[config.mk]
export PLATFORM = sky130hd
export DESIGN_NAME = spdif_tx_scheduler
export DESIGN_NICKNAME = d
export VERILOG_FILES = /design/src/rtl/spdif_pkg.sv /design/src/rtl/stereo_pair_fifo.sv /design/src/rtl/spdif_tx_scheduler.sv
export SDC_FILE = /design/constraint.sdc
export NUM_CORES = 1
export LEC_CHECK = 0
export ABC_CLOCK_PERIOD_IN_PS = 6690
export CAP_MARGIN = 20
export CORE_MARGIN = 2
export CORE_UTILIZATION = 61
export DETAILED_ROUTE_END_ITERATION = 16
export PLACE_DENSITY = 0.83
export SLEW_MARGIN = 20
export SYNTH_ARGS = -nofsm -noshare
export SYNTH_HDL_FRONTEND = slang
export SYNTH_SLANG_ARGS = --single-unit
[constraint.sdc]
create_clock -name clk -period 6.69 [get_ports clk]
set_input_delay 1.338 -clock clk [delete_from_list [all_inputs] [get_ports clk]]
set_output_delay 1.338 -clock clk [all_outputs]
set_load 0.02 [all_outputs]
[src/rtl/spdif_pkg.sv]
// Shared S/PDIF timing constants and scheduler state encoding.
// The frame assembler imports the same subframe/frame lengths from here.
package spdif_pkg;

   localparam int SUBFRAME_CLKS = 64;
   localparam int FRAME_CLKS    = 128;
   localparam int SAMPLE_W      = 20;
   localparam int FRAME_TOL     = 4;

   typedef enum logic [1:0] {IDLE, PREFILL, RUN} sched_state_t;

endpackage

[src/rtl/stereo_pair_fifo.sv]
// Synchronous FIFO of stereo pairs with registered read data and exact occupancy.
// A pop on empty loads zero into the read register so the consumer emits silence.
module stereo_pair_fifo #(
   parameter int WIDTH = 40,
   parameter int DEPTH = 16
) (
   input  logic                    clk,
   input  logic                    rst,
   input  logic                    push,
   input  logic                    pop,
   input  logic                    flush,
   input  logic [WIDTH-1:0]        wdata,
   output logic [WIDTH-1:0]        rdata,
   output logic                    full,
   output logic                    empty,
   output logic [$clog2(DEPTH):0]  level
);
   localparam int AW = $clog2(DEPTH);

   logic [WIDTH-1:0] mem [DEPTH];
   logic [AW-1:0]    wptr, rptr;
   logic             do_push, do_pop;

   assign full    = level == (AW+1)'(DEPTH);
   assign empty   = level == '0;
   assign do_push = push && !full;
   assign do_pop  = pop && !empty;

   always_ff @(posedge clk) begin
      if (do_push) mem[wptr] <= wdata;
   end

   always_ff @(posedge clk) begin
      if (rst || flush) begin
         wptr  <= '0;
         rptr  <= '0;
         level <= '0;
         rdata <= '0;
      end else begin
         if (do_push) wptr <= wptr + 1'b1;
         if (do_pop)  rptr <= rptr + 1'b1;
         if (pop)     rdata <= do_pop ? mem[rptr] : '0;
         level <= level + (AW+1)'(do_push) - (AW+1)'(do_pop);
      end
   end

endmodule

[src/rtl/spdif_tx_scheduler.sv]
// Buffers stereo pairs and paces the S/PDIF frame assembler: prefill gating,
// per-frame pop with left/right switch at the subframe boundary, underrun and timing checks.
module spdif_tx_scheduler #(
   parameter int SAMPLE_W     = spdif_pkg::SAMPLE_W,
   parameter int DEPTH        = 16,
   parameter int PREFILL      = 8,
   parameter int MAX_UNDERRUN = 4
) (
   input  logic                    clk,
   input  logic                    rst,
   input  logic                    enable,
   input  logic [SAMPLE_W-1:0]     in_left,
   input  logic [SAMPLE_W-1:0]     in_right,
   input  logic                    in_valid,
   output logic                    in_ready,
   input  logic                    frame_ready,
   output logic [SAMPLE_W-1:0]     din,
   output logic                    fifo_ready,
   output logic [$clog2(DEPTH):0]  level,
   output logic                    underrun,
   output logic                    frame_err,
   input  logic                    clear_status
);
   import spdif_pkg::*;

   localparam int LW = $clog2(DEPTH) + 1;
   localparam int OW = $clog2(FRAME_CLKS);
   localparam int UW = $clog2(MAX_UNDERRUN + 1);
   localparam logic [OW-1:0] OFF_HALF    = OW'(SUBFRAME_CLKS - 1);
   localparam logic [OW-1:0] OFF_LAST    = OW'(FRAME_CLKS - 1);
   localparam logic [2:0]    TMO_ON_TIME = 3'd1;
   localparam logic [2:0]    TMO_EXPIRE  = 3'(FRAME_TOL);
   localparam logic [2:0]    TMO_SAT     = 3'(FRAME_TOL + 1);
   localparam logic [UW-1:0] EMPTY_LAST  = UW'(MAX_UNDERRUN - 1);
   localparam logic [LW-1:0] PREFILL_LVL = LW'(PREFILL);
   localparam sched_state_t  ST_PREFILL  = spdif_pkg::PREFILL;

   sched_state_t            state;
   logic [OW-1:0]           offset;
   logic [2:0]              tmo;
   logic [UW-1:0]           empties;
   logic                    armed, second_half;
   logic                    push, pop, full, empty;
   logic                    underrun_set, frame_err_set;
   logic [2*SAMPLE_W-1:0]   pair;

   assign in_ready     = enable && state != IDLE && !full;
   assign push         = in_valid && in_ready;
   assign pop          = enable && state == RUN && frame_ready;
   assign underrun_set = pop && empty;
   assign din          = second_half ? pair[SAMPLE_W-1:0] : pair[2*SAMPLE_W-1:SAMPLE_W];

   // tmo counts cycles spent at offset 127: an on-time pulse lands exactly one cycle in.
   always_comb begin
      frame_err_set = 1'b0;
      if (enable && state == RUN && armed)
         frame_err_set = frame_ready ? (tmo != TMO_ON_TIME) : (tmo == TMO_EXPIRE);
   end

   stereo_pair_fifo #(.WIDTH(2*SAMPLE_W), .DEPTH(DEPTH)) u_fifo (
      .clk   (clk),
      .rst   (rst),
      .push  (push),
      .pop   (pop),
      .flush (!enable),
      .wdata ({in_left, in_right}),
      .rdata (pair),
      .full  (full),
      .empty (empty),
      .level (level)
   );

   always_ff @(posedge clk) begin
      if (rst) begin
         state       <= IDLE;
         fifo_ready  <= 1'b0;
         offset      <= '0;
         tmo         <= '0;
         empties     <= '0;
         armed       <= 1'b0;
         second_half <= 1'b0;
         underrun    <= 1'b0;
         frame_err   <= 1'b0;
      end else begin
         if (underrun_set)       underrun <= 1'b1;
         else if (clear_status)  underrun <= 1'b0;
         if (frame_err_set)      frame_err <= 1'b1;
         else if (clear_status)  frame_err <= 1'b0;

         if (!enable) begin
            state       <= IDLE;
            fifo_ready  <= 1'b0;
            offset      <= '0;
            tmo         <= '0;
            empties     <= '0;
            armed       <= 1'b0;
            second_half <= 1'b0;
         end else begin
            case (state)
               IDLE: state <= ST_PREFILL;
               ST_PREFILL: begin
                  if (level >= PREFILL_LVL) begin
                     state      <= RUN;
                     fifo_ready <= 1'b1;
                  end
               end
               RUN: begin
                  if (frame_ready) begin
                     armed       <= 1'b1;
                     offset      <= OW'(1);
                     tmo         <= '0;
                     second_half <= 1'b0;
                     if (!empty) begin
                        empties <= '0;
                     end else if (empties == EMPTY_LAST) begin
                        // Starved too long: stop the assembler and refill, keeping buffered data.
                        state      <= ST_PREFILL;
                        fifo_ready <= 1'b0;
                        empties    <= '0;
                        armed      <= 1'b0;
                     end else begin
                        empties <= empties + 1'b1;
                     end
                  end else begin
                     if (offset != OFF_LAST)   offset <= offset + 1'b1;
                     else if (tmo != TMO_SAT)  tmo <= tmo + 3'd1;
                     if (offset == OFF_HALF)   second_half <= 1'b1;
                  end
               end
               default: state <= IDLE;
            endcase
         end
      end
   end

endmodule

Yosys cells after proc, flatten, opt, wreduce, memory -nomap -nowiden
Memories as Yosys holds them, arrays and structs flattened. A register that Yosys moved wholly into a read port is not among the register bits.
Cells that the tools add are included.
Operators by class
  add/subtract/negate cells: 7
  $lt $le $gt $ge: 1
  equality and inequality tests: 14
  multiplexer cells: 32
  bitwise operators: 1
  reductions and logical operators: 29
Operators with widths (count)
  40-bit two-way mux: 1
  20-bit two-way mux: 1
  1-bit two-way mux: 15
  3-bit two-way mux: 5
  7-bit two-way mux: 2
  2-bit nonzero test: 7
  1-bit logical AND: 9
  4-bit by 1-bit adder with 4-bit output, second input constant: 2
  2-bit two-way mux: 4
  4-bit two-way mux: 2
  2-bit != test, second input constant: 4
  7-bit by 1-bit adder with 7-bit output, second input constant: 1
  7-bit by 6-bit == test with 1-bit output, second input constant: 1
  7-bit != test, second input constant: 1
  3-bit by 1-bit adder with 3-bit output, second input constant: 2
  2-bit one-hot mux with 3 select lines: 1
  2-bit AND reduction: 3
  5-bit by 1-bit adder with 5-bit output: 1
  5-bit == test, second input constant: 1
  5-bit by 4-bit >= comparator with 1-bit output, second input constant: 1
  5-bit zero test: 1
  5-bit AND reduction: 1
  5-bit by 1-bit subtractor with 5-bit output: 1
  4-bit AND reduction: 1
  other kinds (14): 16
Storage, ports and cells
  register bits: 73
  bits in writable memories: 640
  bits of input ports: 46
  output and inout port bits: 29
  logic and storage cells: 98
  memories: 1
Memory list
  u_fifo.mem: depth 16, width 40, read ports 1, clocked after memory_dff 1, write ports 1, line stereo_pair_fifo.sv:20  | logic [WIDTH-1:0] mem [DEPTH];

Longest topological paths before layout
Gate-level depths: netlist of run 1.
  word-level depth: 7
  depth in mapped cells: 14
  mapped depth without buffers: 13

By module
From an unflattened synthesis of run 1, not the netlist that was laid out.
Unflattened totals
  cells, all modules: 1319
  area total of the unflattened synthesis: 27846.7 um^2
Modules (own cells, without submodules)
  stereo_pair_fifo: instances 1, cells each 1176, area an instance 26529.2 um^2, sequential area each 20359.5 um^2
  spdif_tx_scheduler: instances 1, cells each 143, area an instance 1317.5 um^2, sequential area each 400.4 um^2

Worst setup path before layout of run 1
OpenSTA, ideal clock, no wires.
  path kind: input to register
  start point: in enable
  end point: mem u_fifo.mem[0][0], enable pin
  setup time: 0.537 ns
  data arrival time: 5.564 ns
  required time: 6.153 ns
  path slack: 0.589 ns
  cell stages on the path: 4
  buffers on the path: 1
  path through: o21a_1 > nand3_1 > clkbuf_1 > nor4_1
Between the ends
  word-level cells in the longest chain between the ends: 6
Ends and longest elaborated chain
  start, declared: line spdif_tx_scheduler.sv:11  | input logic enable,
  1-bit logical AND (2 in a row): line spdif_tx_scheduler.sv:47  | assign in_ready = enable && state != IDLE && !full;
  1-bit logical AND: line spdif_tx_scheduler.sv:48  | assign push = in_valid && in_ready;
  1-bit logical AND: line stereo_pair_fifo.sv:26  | assign do_push = push && !full;
  1-bit two-way mux: line stereo_pair_fifo.sv:30  | if (do_push) mem[wptr] <= wdata;
  1-bit two-way mux (implied by the code): line stereo_pair_fifo.sv:30
  end, declared: line stereo_pair_fifo.sv:20
Every way passes these cells.

Worst setup path after layout of run 1
  start point: in enable
  end point: out in_ready
Between the ends
  word-level cells in the longest chain between the ends: 2
Ends and longest elaborated chain
  1-bit logical AND (2 in a row): line spdif_tx_scheduler.sv:47
  end, declared: line spdif_tx_scheduler.sv:15  | output logic in_ready,
Every way passes these cells.

==> Implementation_results.wiki, run 1 <==
{| class="wikitable"
! Metric !! Value
|-
| Initial Util || between 60% and 70%
|-
| Count of vias placed by the detailed router || 13650
|-
| Maximum number of pins on one net before global-route repair || 161
|-
| Required time of the critical path || between 5 and 6 ns
|-
| Number of global-route vias before repair || 14160
|-
| Minimum setup slack in the final design || roughly 2.5 ns
|-
| Power per unit of standard cell area || 285.5 nW/um^2
|-
| Critical Path Sink Type || output pin
|-
| Number of synthesized flops with an enable pin || 640
|-
| Global-route wire length before repair || 89.45 mm
|-
| Postcts setup bufs || 0
|-
| HPWL reported at the end of detailed placement || 31.79 mm
|-
| Final setup skew || ~0.022 ns
|-
| Gp weighted congestion || 0.8047
|-
| Final count of negative-setup-slack endpoints || 0
|-
| Maximum clock frequency || 0.2388 GHz
|-
| Slew margin rel. || 35.00%
|-
| Share of cells above drive strength 1 || 22.77%
|-
| Latest clock arrival within the worst-skew pair || about 0.6 ns
|-
| Leakage power figure || about 0.0096 uW
|-
| Most common flop cell mapped by yosys || sky130_fd_sc_hd__edfxtp_1
|-
| Root buffer cell || sky130_fd_sc_hd__clkbuf_16
|-
| Yosys top cell by area || sky130_fd_sc_hd__edfxtp_1
|-
| Fill cell instance count of the final layout || 2554
|-
| Placed Instance Area || 28940 sq um
|-
| Post-Route Hold Slack || 0.4605 ns
|-
| CTS tree || done
|-
| Sequential element share of the synthesized area || 75.47%
|-
| Post-CTS Resized || 0
|-
| Cell area after technology mapping || 27510 sq um
|-
| Number of antenna violations at the first check in global routing || 1
|-
| Flip-flop and latch count after synthesis || 717
|-
| Worst ir drop on vdd || 0.2790 mV
|-
| Routed WL per cell || 29.02 um
|-
| Site row count || 77
|-
| Biggest area contributors in the synthesized netlist || sky130_fd_sc_hd__edfxtp_1, sky130_fd_sc_hd__mux4_2, sky130_fd_sc_hd__dfxtp_1, sky130_fd_sc_hd__mux2i_1, sky130_fd_sc_hd__a2bb2oi_1
|-
| Total nets after synthesis || 1378
|-
| Multi-input combinational cell area || approximately 6400 sq um
|-
| R2R Setup Slk || 3.19 ns
|-
| Clock tree sinks || roughly 720
|-
| Average vias per placed instance || between 6 and 7
|-
| Post-synthesis compound-gate area fraction || 2.934%
|-
| Number of endpoints with negative hold slack in the final report || 0
|-
| Simple-gate area share of the yosys netlist || 2.065%
|-
| Status || completed
|-
| Final period utilization || approximately 63%
|-
| Crit start category || input port
|-
| Port Buf Inserts || 74
|-
| Drt first-iter violations || 1617
|-
| Total global routing track utilization || about a quarter
|-
| Setup slack at placement || ~2 ns
|-
| Boundary pin count || 75
|-
| Worst-path clk slew || 0.06 ns
|-
| Final total negative setup slack || 0 ns
|-
| Std-Cell Core Area || 44320 sq um
|-
| Fraction of synthesized cell area taken by the top area cell type || 69.87%
|-
| DIE WIDTH || about 220 um
|-
| Max Slew Vio Count || 0
|-
| Area share of fa/ha/maj cells after synthesis || 0.8916%
|-
| Total iterations of the first detailed-routing run || 5
|-
| Synth warnings || 0
|-
| Shortest clock period the worst path allows after layout || 4.187 ns
|-
| Hold buffer count at cts || 0
|-
| Count of unresolved DRC violations after routing || 0
|-
| WL final || 59.91 mm
|-
| Remaining number of nets flagged by the antenna check after routing || 0
|-
| Dominant combinational cell family by area after synthesis || multiplexers
|-
| Mux contribution to synthesized area || 16.87%
|-
| Largest driver fanout on the critical path || 6
|-
| Avg Cell Area, Syn || 20.95 sq um
|-
| Post-Syn Instances || 1313
|-
| Deepest level of the CTS H-tree || 3
|-
| Post-layout instance area || 31250 sq um
|-
| Setup Crit Path Kind || input port to output pin
|-
| Async SR Flop Fraction || 0%
|-
| Number of buffers created by CTS || 69
|-
| Number of buffers on the longest clock path || 3
|-
| Die H || 216.4 um
|-
| Transition time at the pin with the least slew margin || around 0.97 ns
|-
| Syn-to-layout area delta || 13.60%
|-
| Setup repair after global routing missed its margin || false
|-
| Storage element area || between 20000 and 25000 sq um
|-
| Fraction of the core area covered by cells at the end of the flow || 70.51%
|-
| Number of distinct library cells after synthesis || between 50 and 60
|-
| Net count reported at finish || 1481
|-
| GRT Residual Overflow || 0
|-
| Arrival time worst endpoint || ~2.9 ns
|-
| # Max-Cap Violations || 0
|-
| Area of the die || ~47000 sq um
|-
| Worst min-delay path class || flop to flop
|-
| Xor and xnor area share after synthesis || 0.1910%
|}
==> area by class of cell <==
| cell class | instances | area share (%) |
|---|---|---|
| Sequential cell | 717 | 66.47 |
| Multi-Input combinational cell | 508 | 20.45 |
| Clock buffer | 103 | 6.523 |
| Timing Repair Buffer | 101 | 3.099 |
| Tap cell | 592 | 2.370 |
| Clock inverter | 23 | 0.8529 |
| Inverter | 19 | 0.2282 |
| Antenna cell | 1 | 0.008008 |
==> worst paths after layout <==
path                    from            endpoint  cells past startpoint
min                frame_err           frame_err                      2
max reg2reg  u_fifo.level[2]  u_fifo.mem[11][19]                      8
max                   enable            in_ready                      4
min reg2reg        frame_err           frame_err                      2
==> critical path: stages <==
cell and delay (ns):
sky130_fd_sc_hd__clkdlybuf4s50_1 0.60, sky130_fd_sc_hd__o21a_1 0.18, sky130_fd_sc_hd__and2_1 0.13, sky130_fd_sc_hd__clkdlybuf4s50_1 0.60
==> registers in the layout (all words and copies together), names as in the netlist, named ones only <==
| name | flops |
|---|---|
| offset | 7 |
| u_fifo.level | 5 |
| empties | 3 |
| u_fifo.rdata | 40 |
| u_fifo.rptr | 4 |
| state | 2 |
| armed | 1 |
| underrun | 1 |
| tmo | 3 |
| u_fifo.mem | 640 |
| u_fifo.wptr | 4 |
| frame_err | 1 |
| second_half | 1 |
| fifo_ready | 1 |
==> cell usage after synthesis, types with 18 or more instances <==
library cell                  n
sky130_fd_sc_hd__mux2_2      20
sky130_fd_sc_hd__dfxtp_1     77
sky130_fd_sc_hd__nor2_1      23
sky130_fd_sc_hd__mux4_2     160
sky130_fd_sc_hd__edfxtp_1   640
sky130_fd_sc_hd__ha_1        18
sky130_fd_sc_hd__buf_2       26
sky130_fd_sc_hd__mux2i_1     81
sky130_fd_sc_hd__a21oi_1     18
sky130_fd_sc_hd__inv_1       18
sky130_fd_sc_hd__o21ai_1     38
sky130_fd_sc_hd__a2bb2oi_1   40
sky130_fd_sc_hd__clkbuf_1    25
==> placed cells by master (no fill, tap or decap), drive strengths merged, types with 3 or more instances in the layout <==
cell type | netlist | routed
a21oi | 18 | 18
a2bb2oi | 40 | 40
and2 | 11 | 11
and3 | 5 | 5
buf | 41 | 27
bufinv | 0 | 5
clkbuf | 28 | 103
clkdlybuf4s50 | 0 | 74
clkinv | 0 | 12
dfxtp | 77 | 77
edfxtp | 640 | 640
ha | 18 | 18
inv | 19 | 23
mux2 | 20 | 20
mux2i | 81 | 81
mux4 | 160 | 160
nand2 | 11 | 11
nand2b | 3 | 3
nand3 | 9 | 9
nand3b | 4 | 4
nand4 | 4 | 4
nor2 | 23 | 23
nor2b | 5 | 5
nor4 | 6 | 6
o21ai | 50 | 50
or3 | 6 | 6
xnor2 | 3 | 3
xor2 | 3 | 3
==> through the flow <==
step | instances | total power [uW]
2_1_floorplan | 1313 | 4995
3_3_place_gp | 1937 | 5077
3_5_place_dp | 1937 | 5083
4_1_cts | 2063 | 8967
5_1_grt | 2064 | 9124
6_report | 2064 | 8921
==> where the power goes <==
group,switching [uW],total (uW),internal [uW]
sequential,2.35,4880,4870
clock,1620,3930,2310
combinational,79.3,113,34.1
==> cell families (layout without fill, tap and decap cells) <==
kind of cell,after synthesis,count (layout)
AND/OR/NAND/NOR,99,99
multiplexers,261,261
XOR/XNOR,6,6
AO/OA/AOI/OAI,123,123
adder cells (fa/ha/maj),19,19
buffers and inverters,88,246
flip-flops,717,717
other,0,1
==> routing by layer <==
layer | track usage, % | vias to the layer above | wire length (um)
li1 | - | 5627 | -
met1 | 36.80 | 7196 | 23520
met2 | 42.48 | 717 | 29830
met3 | 4.730 | 112 | 4909
met4 | 8.858 | 0 | 1651
met5 | 0 | - | 0
(Power assumes the default switching activity.)
==> run 2: changes to the inputs <==
Settings changed: ABC_CLOCK_PERIOD_IN_PS 6690 to 4200.
Clock period 6.69 ns to 4.2 ns, I/O delays scaled along.
==> Implementation_results.wiki, run 2 (synthesis results as in run 1) <==
{| class="wikitable"
! Metric !! Value
|-
| Status || completed
|-
| Area of the die || 46810 sq um (unchanged)
|-
| Final setup skew || 0.02368 ns (+0.001712 ns)
|-
| Root buffer cell || sky130_fd_sc_hd__clkbuf_16
|-
| DP Cell Count || 1959 (+1.1%)
|-
| Number of flip-flops in the largest register || 640 (unchanged)
|-
| Origin of the worst setup path || second_half
|-
| Worst-path clk slew || 0.06 ns (about the same)
|-
| Regs by FF count || u_fifo.mem x640, u_fifo.rdata x40, offset x7
|-
| Number of antenna violations at the first check in global routing || 0 (-1)
|-
| Number of endpoints with negative hold slack in the final report || 0 (unchanged)
|-
| Placed Instance Area || 29320 sq um (+1.3%)
|-
| Maximum clock frequency || around 0.31 GHz
|-
| DIE WIDTH || 216.4 um (unchanged)
|-
| Buffering stage count on the worst path with inverters included || 2 (unchanged)
|-
| Slew margin rel. || 31.16% (-3.8 points)
|-
| Transition time at the pin with the least slew margin || 1.030 ns (+0.05460 ns)
|-
| Latest clock arrival within the worst-skew pair || 0.60 ns (about the same)
|-
| Worst min-delay path class || flop to flop
|-
| Sequential power share || 55.1% (+0.4 points)
|-
| Remaining number of nets flagged by the antenna check after routing || 0 (unchanged)
|-
| Worst ir drop on vdd || 0.3354 mV (+20%)
|-
| HPWL reported at the end of detailed placement || 33.72 mm (+6.1%)
|-
| Global-route wire length before repair || 92.59 mm (+3.5%)
|-
| Pint || 11370 uW (+57%)
|-
| Most frequent cells in the layout || sky130_fd_sc_hd__edfxtp_1, sky130_fd_sc_hd__mux4_2, sky130_fd_sc_hd__mux2i_1
|-
| Shortest clock period the worst path allows after layout || ~3.2 ns
|-
| Number of buffers on the longest clock path || 3 (unchanged)
|-
| Total global routing track utilization || 27.45% (+1.2 points)
|-
| Share of cells above drive strength 1 || 24.00% (+1.2 points)
|-
| Critical Path Sink Type || output pin
|-
| Standard cell with the maximum stage delay on the critical path || sky130_fd_sc_hd__clkdlybuf4s50_1
|-
| Setup repair after global routing missed its margin || false
|-
| Syn-to-layout area delta || 14.81%
|-
| Port Buf Inserts || 74 (unchanged)
|-
| Drt first-iter violations || 1633 (+0.99%)
|-
| Postcts setup bufs || 0 (unchanged)
|-
| Switching share of power || 19.38% (+0.33 points)
|-
| Number of inserted diodes || 0 (-1)
|-
| GRT Residual Overflow || 0 (unchanged)
|-
| Count of vias placed by the detailed router || 13850 (+1.5%)
|-
| Final total negative setup slack || 0 ns (unchanged)
|-
| Post-CTS Resized || 0 (unchanged)
|-
| Deepest level of the CTS H-tree || 3 (unchanged)
|-
| WL final || 62.56 mm (+4.4%)
|-
| R2R Path Start || u_fifo.level[2]
|-
| Required time of the critical path || 3.36 ns (-1.99 ns)
|-
| Leakage power figure || 0.009709 uW (+1.4%)
|-
| Site row count || 77 (unchanged)
|-
| # Max-Cap Violations || 0 (unchanged)
|-
| Initial Util || 62.07% (unchanged)
|-
| Logic pwr share || 1.3% (about the same)
|-
| Most common library cell in the layout ignoring fill and taps || sky130_fd_sc_hd__edfxtp_1
|-
| Fraction of the core area covered by cells at the end of the flow || 71.26% (+0.75 points)
|-
| Std-Cell Core Area || 44320 sq um (unchanged)
|-
| Cell Count, Final, Fillers Out || 2088 (+1.2%)
|-
| Boundary pin count || 75 (unchanged)
|-
| Arrival time worst endpoint || 2.34 ns (-0.51 ns)
|-
| Crit start category || flop
|-
| Part of the power in the clock network || 43.6% (-0.5 points)
|-
| Switch Pwr || 2734 uW (+61%)
|-
| Largest driver fanout on the critical path || 21 (+15)
|-
| Gp weighted congestion || 0.8430 (+4.8%)
|-
| Count of unresolved DRC violations after routing || 0 (unchanged)
|-
| Hold buffer count at cts || 0 (unchanged)
|-
| Number of global-route vias before repair || 14480 (+2.3%)
|-
| CTS tree || done
|-
| Total iterations of the first detailed-routing run || 6 (+1)
|-
| Power per unit of standard cell area || 446.6 nW/um^2 (+56%)
|-
| Final period utilization || 75.73%
|-
| Routed WL per cell || 29.96 um (+3.2%)
|-
| Worst Hold Launch || frame_err
|-
| Number of buffers created by CTS || 70 (+1.4%)
|-
| Register bank with the most flops || u_fifo.mem
|-
| Top delay family on crit path || buffers and inverters
|-
| Die H || 216.4 um (unchanged)
|-
| Setup Crit Path Kind || flop to output pin
|-
| Cell breakdown of the critical path || buf_4 -> mux2_2 -> clkdlybuf4s50_1
|-
| Net count reported at finish || 1504 (+1.6%)
|-
| Post-layout instance area || 31580 sq um (+1.1%)
|-
| Max Slew Vio Count || 0 (unchanged)
|-
| Maximum number of pins on one net before global-route repair || 86 (-47%)
|-
| Clock tree sinks || 717 (unchanged)
|-
| Crit-path max cell delay || 0.57 ns (-0.03 ns)
|-
| Average vias per placed instance || 6.633 (+0.28%)
|-
| Final count of negative-setup-slack endpoints || 0 (unchanged)
|}
run 2: cell types whose count changed in the layout (fill, tap and decap cells not counted), moves of 3 or more:
cell	previous run	this run
sky130_fd_sc_hd__buf_4	25	30
sky130_fd_sc_hd__clkbuf_8	12	4
sky130_fd_sc_hd__clkinv_1	4	9
sky130_fd_sc_hd__clkinv_4	0	3
sky130_fd_sc_hd__clkinv_2	7	12
sky130_fd_sc_hd__clkinvlp_4	2	5
sky130_fd_sc_hd__buf_12	2	19
sky130_fd_sc_hd__clkbuf_1	19	15
run 2: worst paths after layout:
| check | slack (ns) | cells past startpoint | end |
|---|---|---|---|
| worst max register to register | 1.14 | 13 | u_fifo.level[4] |
| worst max-delay path | 1.02 | 3 | din[10] |
| worst min register to register | 0.47 | 2 | frame_err |
| worst min-delay path | 0.47 | 2 | frame_err |
run 2: area by class of cell:
| cell class | instances | area [sq um] |
|---|---|---|
| clock inverter | 38 | 350.3 |
| clock buffer | 91 | 1913 |
| inverter | 19 | 71.32 |
| tap | 592 | 740.7 |
| sequential | 717 | 20770 |
| fill | 2547 | 12740 |
| timing repair buffer | 123 | 1346 |
| multi-input combinational | 508 | 6386 |
run 2: worst register-to-register path: cells and delay by family, from the launching register on:
family / cells / cell delay (ns)
AOI/OAI and AO/OA: 2 / 0.24
xor gates and xnor gates: 1 / 0.14
adders and majority gates: 4 / 1.12
buffers and inverters: 3 / 0.23
DFF: 1 / 0.35
and+or+nand+nor: 3 / 0.85
run 2: power by group through the flow:
stage	clock network, uW	registers [uW]	logic (uW)
3_3_place_gp	0	7920	173
3_5_place_dp	0	7920	183
2_1_floorplan	0	7920	34.5
5_1_grt	6480	7760	199
4_1_cts	6230	7770	185
6_report	6150	7770	187
run 2: through the flow:
step                setup slack, ns  hold slack [ns]  total power (uW)
finish                        1.019           0.4653             14100
global route                 0.9697           0.4873             14450
CTS                           1.003           0.4657             14180
detailed placement           0.5851           0.4558              8103
global placement             0.6667           0.4451              8092
floorplan                    -1.403           0.4322              7956
run 2: per-layer routing:
layer	GRT usage [%]	vias to the layer above	wire length (um)
li1	-	5680	-
met1	36.78	7230	23690
met2	45.07	786	31500
met3	5.291	154	4974
met4	11.23	0	2391
met5	0	-	0
